`config.mk`:
```
export PLATFORM = sky130hd
export DESIGN_NAME = relop_serial_cmp
export DESIGN_NICKNAME = d
export VERILOG_FILES = /design/src/rtl/relop_pkg.sv /design/src/rtl/relop_serial_cmp.sv
export SDC_FILE = /design/constraint.sdc
export NUM_CORES = 1
export LEC_CHECK = 0
export CAP_MARGIN = 20
export CELL_PAD_IN_SITES_DETAIL_PLACEMENT = 1
export CELL_PAD_IN_SITES_GLOBAL_PLACEMENT = 2
export CORE_MARGIN = 8
export CORE_UTILIZATION = 34
export DETAILED_ROUTE_END_ITERATION = 10
export PLACE_DENSITY = 0.81
export SYNTH_ARGS = -nofsm -noshare
export SYNTH_HDL_FRONTEND = slang
export SYNTH_SLANG_ARGS = --single-unit
```
`constraint.sdc`:
```
create_clock -name clk -period 4.3 [get_ports clk]
set_input_delay 0.43 -clock clk [delete_from_list [all_inputs] [get_ports clk]]
set_output_delay 0.43 -clock clk [all_outputs]
set_load 0.02 [all_outputs]
```
`src/rtl/relop_pkg.sv`:
```
// Shared types and helpers for the bit-serial relational comparator.
//   op_e    : relation select encoding carried on the 'op' port.
//   state_e : controller states (IDLE accepts, SCAN walks bits, DONE holds result).
//   relop_c : maps the operator and the lt/gt/eq outcome to the 1-bit result.
package relop_pkg;

  typedef enum logic [1:0] {
    OP_LT = 2'b00,
    OP_GT = 2'b01,
    OP_LE = 2'b10,
    OP_GE = 2'b11
  } op_e;

  typedef enum logic [1:0] {
    IDLE = 2'b00,
    SCAN = 2'b01,
    DONE = 2'b10
  } state_e;

  // Pure mapping from (op, outcome flags) to the relation result.
  function automatic logic relop_c(op_e op, logic lt, logic gt, logic eq);
    logic res;
    case (op)
      OP_LT:   res = lt;
      OP_GT:   res = gt;
      OP_LE:   res = lt | eq;
      OP_GE:   res = gt | eq;
      default: res = 1'b0;
    endcase
    return res;
  endfunction

endpackage

```
`src/rtl/relop_serial_cmp.sv`:
```
// Bit-serial, MSB-first unsigned magnitude comparator with early termination.
// Ports:
//   clk, rst                 : clock and asynchronous active-high reset
//   in_valid/in_ready, a,b,op: operand handshake; captured only in IDLE
//   out_valid/out_ready      : result handshake; result held while stalled
//   c                        : result of (a op b)
//   lt, gt, eq               : magnitude outcome flags (one-hot when out_valid)
//   busy                     : high while scanning or holding a result
module relop_serial_cmp
  import relop_pkg::*;
#(
  parameter int WIDTH = 3
) (
  input  logic             clk,
  input  logic             rst,
  input  logic             in_valid,
  output logic             in_ready,
  input  logic [WIDTH-1:0] a,
  input  logic [WIDTH-1:0] b,
  input  logic [1:0]       op,
  output logic             out_valid,
  input  logic             out_ready,
  output logic             c,
  output logic             lt,
  output logic             gt,
  output logic             eq,
  output logic             busy
);

  // A 1-bit operand still needs a 1-bit index register.
  localparam int IDX_W = (WIDTH > 1) ? $clog2(WIDTH) : 1;
  localparam logic [IDX_W-1:0] IDX_MSB = IDX_W'(WIDTH - 1);
  localparam logic [IDX_W-1:0] IDX_ZERO = '0;
  localparam logic [IDX_W-1:0] IDX_ONE = IDX_W'(1);

  state_e           state;
  logic [WIDTH-1:0] a_q;
  logic [WIDTH-1:0] b_q;
  op_e              op_q;
  logic [IDX_W-1:0] idx;

  logic bit_a;
  logic bit_b;

  assign bit_a    = a_q[idx];
  assign bit_b    = b_q[idx];
  assign in_ready = (state == IDLE);
  assign busy     = (state == SCAN) || (state == DONE);

  // Controller, operand capture, bit scan and registered result flags.
  always_ff @(posedge clk or posedge rst) begin
    if (rst) begin
      state     <= IDLE;
      a_q       <= '0;
      b_q       <= '0;
      op_q      <= OP_LT;
      idx       <= '0;
      out_valid <= 1'b0;
      c         <= 1'b0;
      lt        <= 1'b0;
      gt        <= 1'b0;
      eq        <= 1'b0;
    end else begin
      case (state)
        IDLE: begin
          if (in_valid) begin
            a_q   <= a;
            b_q   <= b;
            op_q  <= op_e'(op);
            idx   <= IDX_MSB;
            state <= SCAN;
          end
        end
        SCAN: begin
          // First differing bit from the MSB decides; equal down to bit 0 means a == b.
          if (bit_a && !bit_b) begin
            gt        <= 1'b1;
            c         <= relop_c(op_q, 1'b0, 1'b1, 1'b0);
            out_valid <= 1'b1;
            state     <= DONE;
          end else if (!bit_a && bit_b) begin
            lt        <= 1'b1;
            c         <= relop_c(op_q, 1'b1, 1'b0, 1'b0);
            out_valid <= 1'b1;
            state     <= DONE;
          end else if (idx == IDX_ZERO) begin
            eq        <= 1'b1;
            c         <= relop_c(op_q, 1'b0, 1'b0, 1'b1);
            out_valid <= 1'b1;
            state     <= DONE;
          end else begin
            idx <= idx - IDX_ONE;
          end
        end
        DONE: begin
          if (out_ready) begin
            out_valid <= 1'b0;
            c         <= 1'b0;
            lt        <= 1'b0;
            gt        <= 1'b0;
            eq        <= 1'b0;
            state     <= IDLE;
          end
        end
        default: begin
          out_valid <= 1'b0;
          c         <= 1'b0;
          lt        <= 1'b0;
          gt        <= 1'b0;
          eq        <= 1'b0;
          state     <= IDLE;
        end
      endcase
    end
  end

endmodule

```
# [Word-level counts from Yosys, hierarchy flattened]
# Index checks and enable logic that the tools add are counted.
[op_classes] addsub=1 magnitude_cmp=1 n_eq_ne=14 mux=35 bitwise=1 n_reduce_logical=20
[op_table] operator="2-bit two-way mux" count=9
[op_table] operator="1-bit case mux with 3 select lines" count=5
[op_table] operator="1-bit two-way mux" count=14
[op_table] operator="2-bit inequality test, second input constant" count=5
[op_table] operator="5-bit AND reduction" count=2
[op_table] operator="3-bit AND reduction" count=3
[op_table] operator="2-bit OR reduction" count=4
[op_table] operator="2-bit == test, second input constant" count=3
[op_table] operator="2-bit logical NOT" count=3
[op_table] operator="2-bit by 1-bit inequality test with 1-bit output, second input constant" count=3
[op_table] operator="1-bit case mux with 2 select lines" count=3
[op_table] operator="2-bit case mux with 3 select lines" count=1
[op_table] operator="1-bit binary-select mux with 2-bit select" count=2
[op_table] operator="2-bit by 1-bit == test with 1-bit output, second input constant" count=2
[op_table] operator="4-bit by 1-bit inequality test with 1-bit output, second input constant" count=1
[op_table] operator="2-bit case mux with 2 select lines" count=1
[op_table] operator="4-bit AND reduction" count=1
[op_table] operator="2-bit by 3-bit < comparator with 1-bit output, second input constant" count=1
[op_table] operator="1-bit logical AND" count=2
[op_table] operator="1-bit logical NOT" count=2
[op_table] operator="2-bit AND reduction" count=1
[op_table] operator="2-bit nonzero test" count=1
[op_table] operator="2-bit by 1-bit subtractor with 2-bit output, second input constant" count=1
[op_table] operator="1-bit logical OR" count=1
[op_table] operator="1-bit NOT" count=1
[totals] ff_bits=17 inputBits=12 output_inout_bits=7 wordCells=82

# [Depth between registers and ports, before layout]
# Gate-level depths: netlist of run 1.
[logic_depth] word_depth=7 mapped_depth=8 ltp_nobuf=7

# [Worst setup path before layout of run 1]
# Ideal clock, no wire load.
[synth_timing] kind="register -> register" startpoint="register idx[0]" endpoint="register c" setup_time_ns=0.095 arrival_ns=1.513 t_required_ns=4.205 slack_ns=2.691 path_stages_with_launch=8 path_buffers=1 synth_period_minus_slack_ns=1.609 cell_sequence="dfrtp_1 -> buf_6 -> mux2_4 -> a22oi_4 -> and2_2 -> nor2_1 -> o32a_1 -> o31ai_1"
[synth_between] elab_chain_cells=7 word_cells_on_any_way=14 classes_between="eq/ne (1); mux (7); reduce/logical (6)"
[synth_lines] element="start: declaration" line="relop_serial_cmp.sv:40" source="logic [IDX_W-1:0] idx;"
[synth_lines] element="start signal: assignment" line="relop_serial_cmp.sv:92" source="idx <= idx - IDX_ONE;"
[synth_lines] element="1-bit binary-select mux with 2-bit select" line="relop_serial_cmp.sv:45" source="assign bit_a = a_q[idx];"
[synth_lines] element="1-bit two-way mux (implied by the code)" line="relop_serial_cmp.sv:45"
[synth_lines] element="1-bit logical NOT" line="relop_serial_cmp.sv:81" source="end else if (!bit_a && bit_b) begin"
[synth_lines] element="1-bit logical AND" line="relop_serial_cmp.sv:81"
[synth_lines] element="1-bit two-way mux" line="relop_serial_cmp.sv:81"
[synth_lines] element="1-bit two-way mux" line="relop_serial_cmp.sv:76" source="if (bit_a && !bit_b) begin"
[synth_lines] element="1-bit case mux with 3 select lines" line="relop_serial_cmp.sv:64" source="case (state)"
[synth_lines] element="end signal: assignment" line="relop_serial_cmp.sv:78" source="c <= relop_c(op_q, 1'b0, 1'b1, 1'b0);"
[synth_lines] element="end signal: assignment" line="relop_serial_cmp.sv:83" source="c <= relop_c(op_q, 1'b1, 1'b0, 1'b0);"
[synth_lines] element="end signal: assignment" line="relop_serial_cmp.sv:88" source="c <= relop_c(op_q, 1'b0, 1'b0, 1'b1);"
[synth_lines] element="end: declaration" line="relop_serial_cmp.sv:23" source="output logic c,"
# Parallel ways exist; a longest one is shown, timed or not. The select of a mux whose other input is x is not followed.
# A chain may end at the register's enable or synchronous reset.

# [Final worst setup path of run 1]
[layout_timing] startpoint="register state[0]" endpoint="output in_ready"
[layout_between] elab_chain_cells=1
[layout_lines] element="start: declaration" line="relop_serial_cmp.sv:36" source="state_e state;"
[layout_lines] element="start signal: assignment" line="relop_serial_cmp.sv:53" source="state <= IDLE;"
[layout_lines] element="start signal: assignment" line="relop_serial_cmp.sv:71" source="state <= SCAN;"
[layout_lines] element="start signal: assignment" line="relop_serial_cmp.sv:80" source="state <= DONE;"
[layout_lines] element="2-bit logical NOT" line="relop_serial_cmp.sv:47" source="assign in_ready = (state == IDLE);"
[layout_lines] element="end: declaration" line="relop_serial_cmp.sv:17" source="output logic in_ready,"
# Every way passes these cells.

==> impl_metrics.tcl, run 1 <==
set metrics [dict create \
    tightest_slew_ns 0.669 \
    setup-tns-final_ns 0 \
    die_x_um 68.9 \
    die_h_um 68.9 \
    skew_ns 0.00373 \
    worstReg2RegStart "idx[0]$_DFFE_PP0P_" \
    cts_buffers 3 \
    slowest_delay_ns 0.64 \
    period_share_pct 49.4 \
    grt.overflow.total 0 \
    crit_family "buffers and inverters" \
    clk_pin_slew_ns 0.10 \
    ys_ff_latch 17 \
    p_comb_share_pct 59.8 \
    finalPower_mw 0.918 \
    cp.buffers_inverters 2 \
    critPathCaptureType "output port" \
    grt_max_degree 18 \
    p_leak_nw 0.532 \
    hold_class "register to register" \
    p_int_mw 0.523 \
    postCtsResizedCells 0 \
    power.net_switching_mw 0.395 \
    hold_depth 2 \
    clk_path_buf_depth 2 \
    path_class "register to output port" \
    slew_headroom_pct 55.4 \
    grt_pass1_wl_um 3660 \
    core_area_sq_um 2710 \
    areaGrowthSynthToFinish_pct 23.7 \
    design_area_sq_um 1180 \
    wl_um 2110 \
    finalSetupViolCount 0 \
    rr_endpoint "state[0]$_DFFE_PP0P_" \
    antenna_cells 0 \
    yosys_warnings 0 \
    slew_viol_final 0 \
    crit_slowest_cell "clkdlybuf4s50_1" \
    io_pins 19 \
    rows 19 \
    hold_viol 0 \
    path_max_fanout 5 \
    syn_avg_cell_area_sq_um 10.8 \
    fmax_ghz 0.471 \
    clockRootBuffer "clkbuf_4" \
    maxCapViolCount 0 \
    syn-instance-count 88 \
    cts_setup_buffers 0 \
    yosysUniqueCellTypes 33 \
    routedWlPerCell_um 15.3 \
    holdPathEnd "lt$_DFFE_PP0P_" \
    placed_area_sq_um 1150 \
    grt_usage_pct 10.2 \
    required_ns 3.87 \
    start_util_pct 35.1 \
    grt_pass1_vias 791 \
    cts_sinks 17 \
    pwr-share-clk_pct 9.5 \
    p_per_area_nw_per_um2 780 \
    syn_area_sq_um 952 \
    status "finished, final reports clean" \
    worst-r2r-setup-slack_ns 2.44 \
    hold_start "lt$_DFFE_PP0P_" \
    die-area_sq_um 4750 \
    dp_hpwl_um 1690 \
    gp_congestion 0.735 \
    period_needed_ns 2.12 \
    nets 124 \
    peakVddDrop_uv 380 \
    cts_tree "yes" \
    p_sw_share_pct 43.0 \
    ys_seq_area_share_pct 44.7 \
    cp_data_arrival_time_ns 1.69 \
    r2r_cells 5 \
    firstDrtPassIters 4 \
    crit_chain "inv_1 > ha_1 > clkdlybuf4s50_1" \
    drc 0 \
    via_per_inst 5.19 \
    ant_nets 0 \
    antenna_found_initial 0 \
    clock_latency_ns 0.29 \
    cp-start-kind "register" \
    seqPwrFrac_pct 30.7 \
    drive_gt1_share_pct 17.8 \
    syn_nets 104 \
    cts_hold_buf 0 \
    portBuffers 18 \
    via_count 716 \
    rsz0062_at_grt "no" \
    dr.first_iter.drc_count 7 \
    cts_max_level 1 \
]
-- cell usage in the layout, fill, tap and decap left out, types with 2 or more instances in the layout --
cell type,instances
inv_1,9
clkdlybuf4s50_1,18
mux2i_1,2
dfrtp_1,17
nor3_1,2
nand2_1,5
ha_1,4
clkbuf_4,3
nor2_1,7
nand2b_1,2
a31oi_1,3
o21ai_0,4
a21oi_1,4
mux2_2,8
-- through the flow --
stage | cells | util (%) | hold slack, ns | setup slack (ns)
2_1_floorplan | 88 | - | 0.356 | 2.69
4_1_cts | 138 | 43.4 | 0.520 | 2.14
6_report | 138 | 43.4 | 0.514 | 2.18
3_3_place_gp | 134 | 42.5 | 0.482 | 2.52
5_1_grt | 138 | 43.4 | 0.548 | 2.02
3_5_place_dp | 134 | 42.5 | 0.495 | 2.44
-- registers in the layout, summed over array words and instances, names as in the netlist --
register / cells
state: 2
eq: 1
lt: 1
a_q: 3
c: 1
op_q: 2
b_q: 3
out_valid: 1
gt: 1
idx: 2
-- cells in the mapped netlist, drive strengths merged --
| master | count | area [sq um] |
|---|---|---|
| nor2 | 8 | 37.5 |
| nand2 | 5 | 18.8 |
| a22oi | 2 | 28.8 |
| o21a | 1 | 7.51 |
| xnor2 | 1 | 16.3 |
| o2bb2ai | 1 | 15.0 |
| ha | 4 | 50.1 |
| buf | 2 | 16.3 |
| inv | 9 | 33.8 |
| and2 | 2 | 13.8 |
| mux2 | 9 | 105 |
| clkbuf | 1 | 3.75 |
| o2111a | 1 | 11.3 |
| o21ai | 4 | 20.0 |
| o311ai | 1 | 8.76 |
| o31ai | 1 | 7.51 |
| nand3 | 1 | 5.00 |
| o32a | 1 | 10.0 |
| a21oi | 4 | 20.0 |
| nor2b | 2 | 20.0 |
| nor3 | 3 | 20.0 |
| mux2i | 2 | 20.0 |
| nand2b | 2 | 12.5 |
| dfrtp | 17 | 425 |
| a31oi | 3 | 18.8 |
| and3 | 1 | 6.26 |
-- cell type report --
class,count,area (sq um)
clock buffers,4,26.3
fillers,309,1530
inverters,9,33.8
multi-input cells,59,473
flip-flops and latches,17,425
well taps,31,38.8
repair buffers,18,180
-- worst min-delay path, stage by stage (launching register included) --
cell     delay (ns)
dfrtp_1        0.36
a21oi_1        0.04
nor2_1         0.08
-- per-layer routing --
layer,part of all wire (%),track usage [%],vias up
met1,47,11.7,357
met5,0,0,-
met3,5.2,3.23,2
met2,47,17.1,15
li1,-,-,342
met4,0.95,4.51,0
-- logic make-up (layout without fill, tap and decap cells) --
kind of cell / after synthesis / after routing / synth area share [%]
AOI/OAI and AO/OA: 19 / 19 / 15.5
xor gates and xnor gates: 1 / 1 / 1.71
adders and majority gates: 4 / 4 / 5.26
buffers and inverters: 12 / 31 / 5.65
DFF: 17 / 17 / 44.7
muxes: 11 / 11 / 13.1
and+or+nand+nor: 24 / 24 / 14.1
-- power groups by stage --
stage	Sequential [mW]	Clock (mW)	Combinational, mW
after detailed placement	0.288	0	0.558
final	0.282	0.0873	0.549
after global placement	0.283	0	0.545
after floorplan	0.288	0	0.405
after global routing	0.294	0.102	0.613
after CTS	0.284	0.0915	0.561
-- worst max path at each step --
| stage | from | endpoint | slack, ns | depth (start not counted) |
|---|---|---|---|---|
| floorplan | idx[0]$_DFFE_PP0P_ | c$_DFFE_PP0P_ | 2.69 | 7 |
| finish | state[0]$_DFFE_PP0P_ | in_ready | 2.18 | 3 |
| CTS | state[0]$_DFFE_PP0P_ | in_ready | 2.14 | 3 |
| global placement | state[0]$_DFFE_PP0P_ | in_ready | 2.52 | 3 |
| detailed placement | idx[0]$_DFFE_PP0P_ | state[0]$_DFFE_PP0P_ | 2.44 | 5 |
| global route | state[0]$_DFFE_PP0P_ | in_ready | 2.02 | 3 |
No activity file was read; power rests on OpenSTA's default activity.
==> run 2, diff against run 1 <==
Settings changed: CORE_UTILIZATION 34 to 31, PLACE_DENSITY 0.81 to 0.75.
Clock period 4.3 ns to 2.1 ns, I/O delays scaled along.
==> run 2 against run 1 <==
Net effect: hold slack lost 0.23 ns; power grew 100%; global-route usage shrank 1.3 points; critical path depth is the same; clock skew grew 0.010 ns; combinational power grew 110%; first-iteration DRC count grew 43%; largest cell class unchanged; highest routed layer unchanged; design area grew 0.32%; largest power group unchanged; core utilization shrank 3.8 points.
==> impl_metrics.tcl, run 2 (synthesis gave the netlist of run 1 again) <==
set metrics [dict create \
    areaGrowthSynthToFinish_pct 24.0 \
    period_needed_ns 1.91 \
    p_leak_nw 0.535 \
    hold_class "input pin to asynchronous set/reset pin" \
    clk_pin_slew_ns 0.11 \
    path_class "register to output port" \
    critPathCaptureType "output port" \
    grt_pass1_wl_um 3610 \
    drive_gt1_share_pct 18.7 \
    core_area_sq_um 2980 \
    die-area_sq_um 5100 \
    cts_sinks 17 \
    clockRootBuffer "clkbuf_4" \
    path_max_fanout 5 \
    cp_data_arrival_time_ns 1.70 \
    tightest_slew_ns 0.664 \
    maxUsedRoutingLayer "met4" \
    fin_ws_ns 0.187 \
    r2r_cells 5 \
    wl_um 2060 \
    nets 124 \
    cts_tree "yes" \
    routedWlPerCell_um 14.7 \
    io_pins 19 \
    period_share_pct 91.1 \
    slew_viol_final 0 \
    dp_cells 136 \
    top_regs "a_q: 3 flops, b_q: 3 flops" \
    dp_slack_ns 0.241 \
    via_per_inst 5.04 \
    p_per_area_nw_per_um2 1590 \
    via_count 705 \
    finalSetupViolCount 0 \
    wl_met1_um 923 \
    die_x_um 71.4 \
    cts_setup_buffers 0 \
    final_common_cell "clkdlybuf4s50_1" \
    skew_ns 0.0141 \
    firstDrtPassIters 4 \
    postCtsResizedCells 0 \
    dp_hpwl_um 1640 \
    hold_viol 0 \
    clock_latency_ns 0.30 \
    ant_nets 0 \
    cts_hold_buf 0 \
    endpoint "in_ready" \
    worstSetupStartpoint "state[0]$_DFFE_PP0P_" \
    worstReg2RegStart "idx[0]$_DFFE_PP0P_" \
    gp_congestion 0.794 \
    rsz0062_at_grt "no" \
    grt.overflow.total 0 \
    worst-r2r-setup-slack_ns 0.24 \
    cp-start-kind "register" \
    peakVddDrop_uv 584 \
    final_core_util_pct 39.7 \
    antenna_cells 0 \
    antenna_found_initial 0 \
    grt_pass1_vias 752 \
    maxCapViolCount 0 \
    fmax_ghz 0.523 \
    portBuffers 18 \
    grt_usage_pct 8.96 \
    cts_max_level 1 \
    rr_endpoint "c$_DFFE_PP0P_" \
    rows 20 \
    slew_headroom_pct 55.7 \
    wl_met3_um 117 \
    setup-tns-final_ns 0 \
    dr.first_iter.drc_count 10 \
    drc 0 \
    grt_max_degree 18 \
    clk_path_buf_depth 2 \
    routed-wl-met2_um 999 \
    start_util_pct 32.0 \
    finalPower_mw 1.88 \
    cts_buffers 3 \
    die_h_um 71.4 \
    instances_no_fill 140 \
    required_ns 1.89 \
    mostFrequentLayoutCells "clkdlybuf4s50_1 (18), dfrtp_1 (17), inv_1 (9)" \
    status "finished, final reports clean" \
]
[run 2: layout make-up]
| class | instances | area, sq um |
|---|---|---|
| Tap cell | 33 | 41.3 |
| Clock inverter | 1 | 5.00 |
| Inverter | 9 | 33.8 |
| Fill cell | 340 | 1800 |
| Sequential cell | 17 | 425 |
| Clock buffer | 3 | 22.5 |
| Timing Repair Buffer | 18 | 180 |
| Multi-Input combinational cell | 59 | 473 |
[run 2: through the flow]
step / hold WS (ns) / instance area, sq um
after floorplan: 0.136 / 952
after global placement: 0.484 / 1150
after detailed placement: 0.501 / 1150
after CTS: 0.310 / 1180
after global routing: 0.351 / 1180
final: 0.287 / 1180
[run 2: layer usage]
metal  track usage, %  vias to the layer above
met5                0                        -
met4             2.77                        0
met3             4.04                        2
met2             14.4                       16
met1             10.4                      343
li1                 -                      344
[run 2: worst max-delay path, cell delays in order (launching register included)]
cell             delay, ns
dfrtp_1               0.40
inv_1                 0.11
ha_1                  0.25
clkdlybuf4s50_1       0.64
[run 2: where the power goes]
part | internal (mW) | total, mW | switching (mW)
registers | 0.472 | 0.571 | 0.0991
clock network | 0.0710 | 0.183 | 0.112
logic | 0.526 | 1.13 | 0.601
total | 1.07 | 1.88 | 0.812
[run 2: worst min path at each step]
stage                             from             endpoint  slack, ns  cells past startpoint
floorplan                          rst   a_q[0]$_DFFE_PP0P_       0.14                      1
global placement        eq$_DFFE_PP0P_       eq$_DFFE_PP0P_       0.48                      2
detailed placement  b_q[0]$_DFFE_PP0P_   b_q[0]$_DFFE_PP0P_       0.50                      1
CTS                                rst   idx[1]$_DFFE_PP0P_       0.31                      2
global route                       rst  op_q[0]$_DFFE_PP0P_       0.35                      2
finish                             rst  op_q[0]$_DFFE_PP0P_       0.29                      2
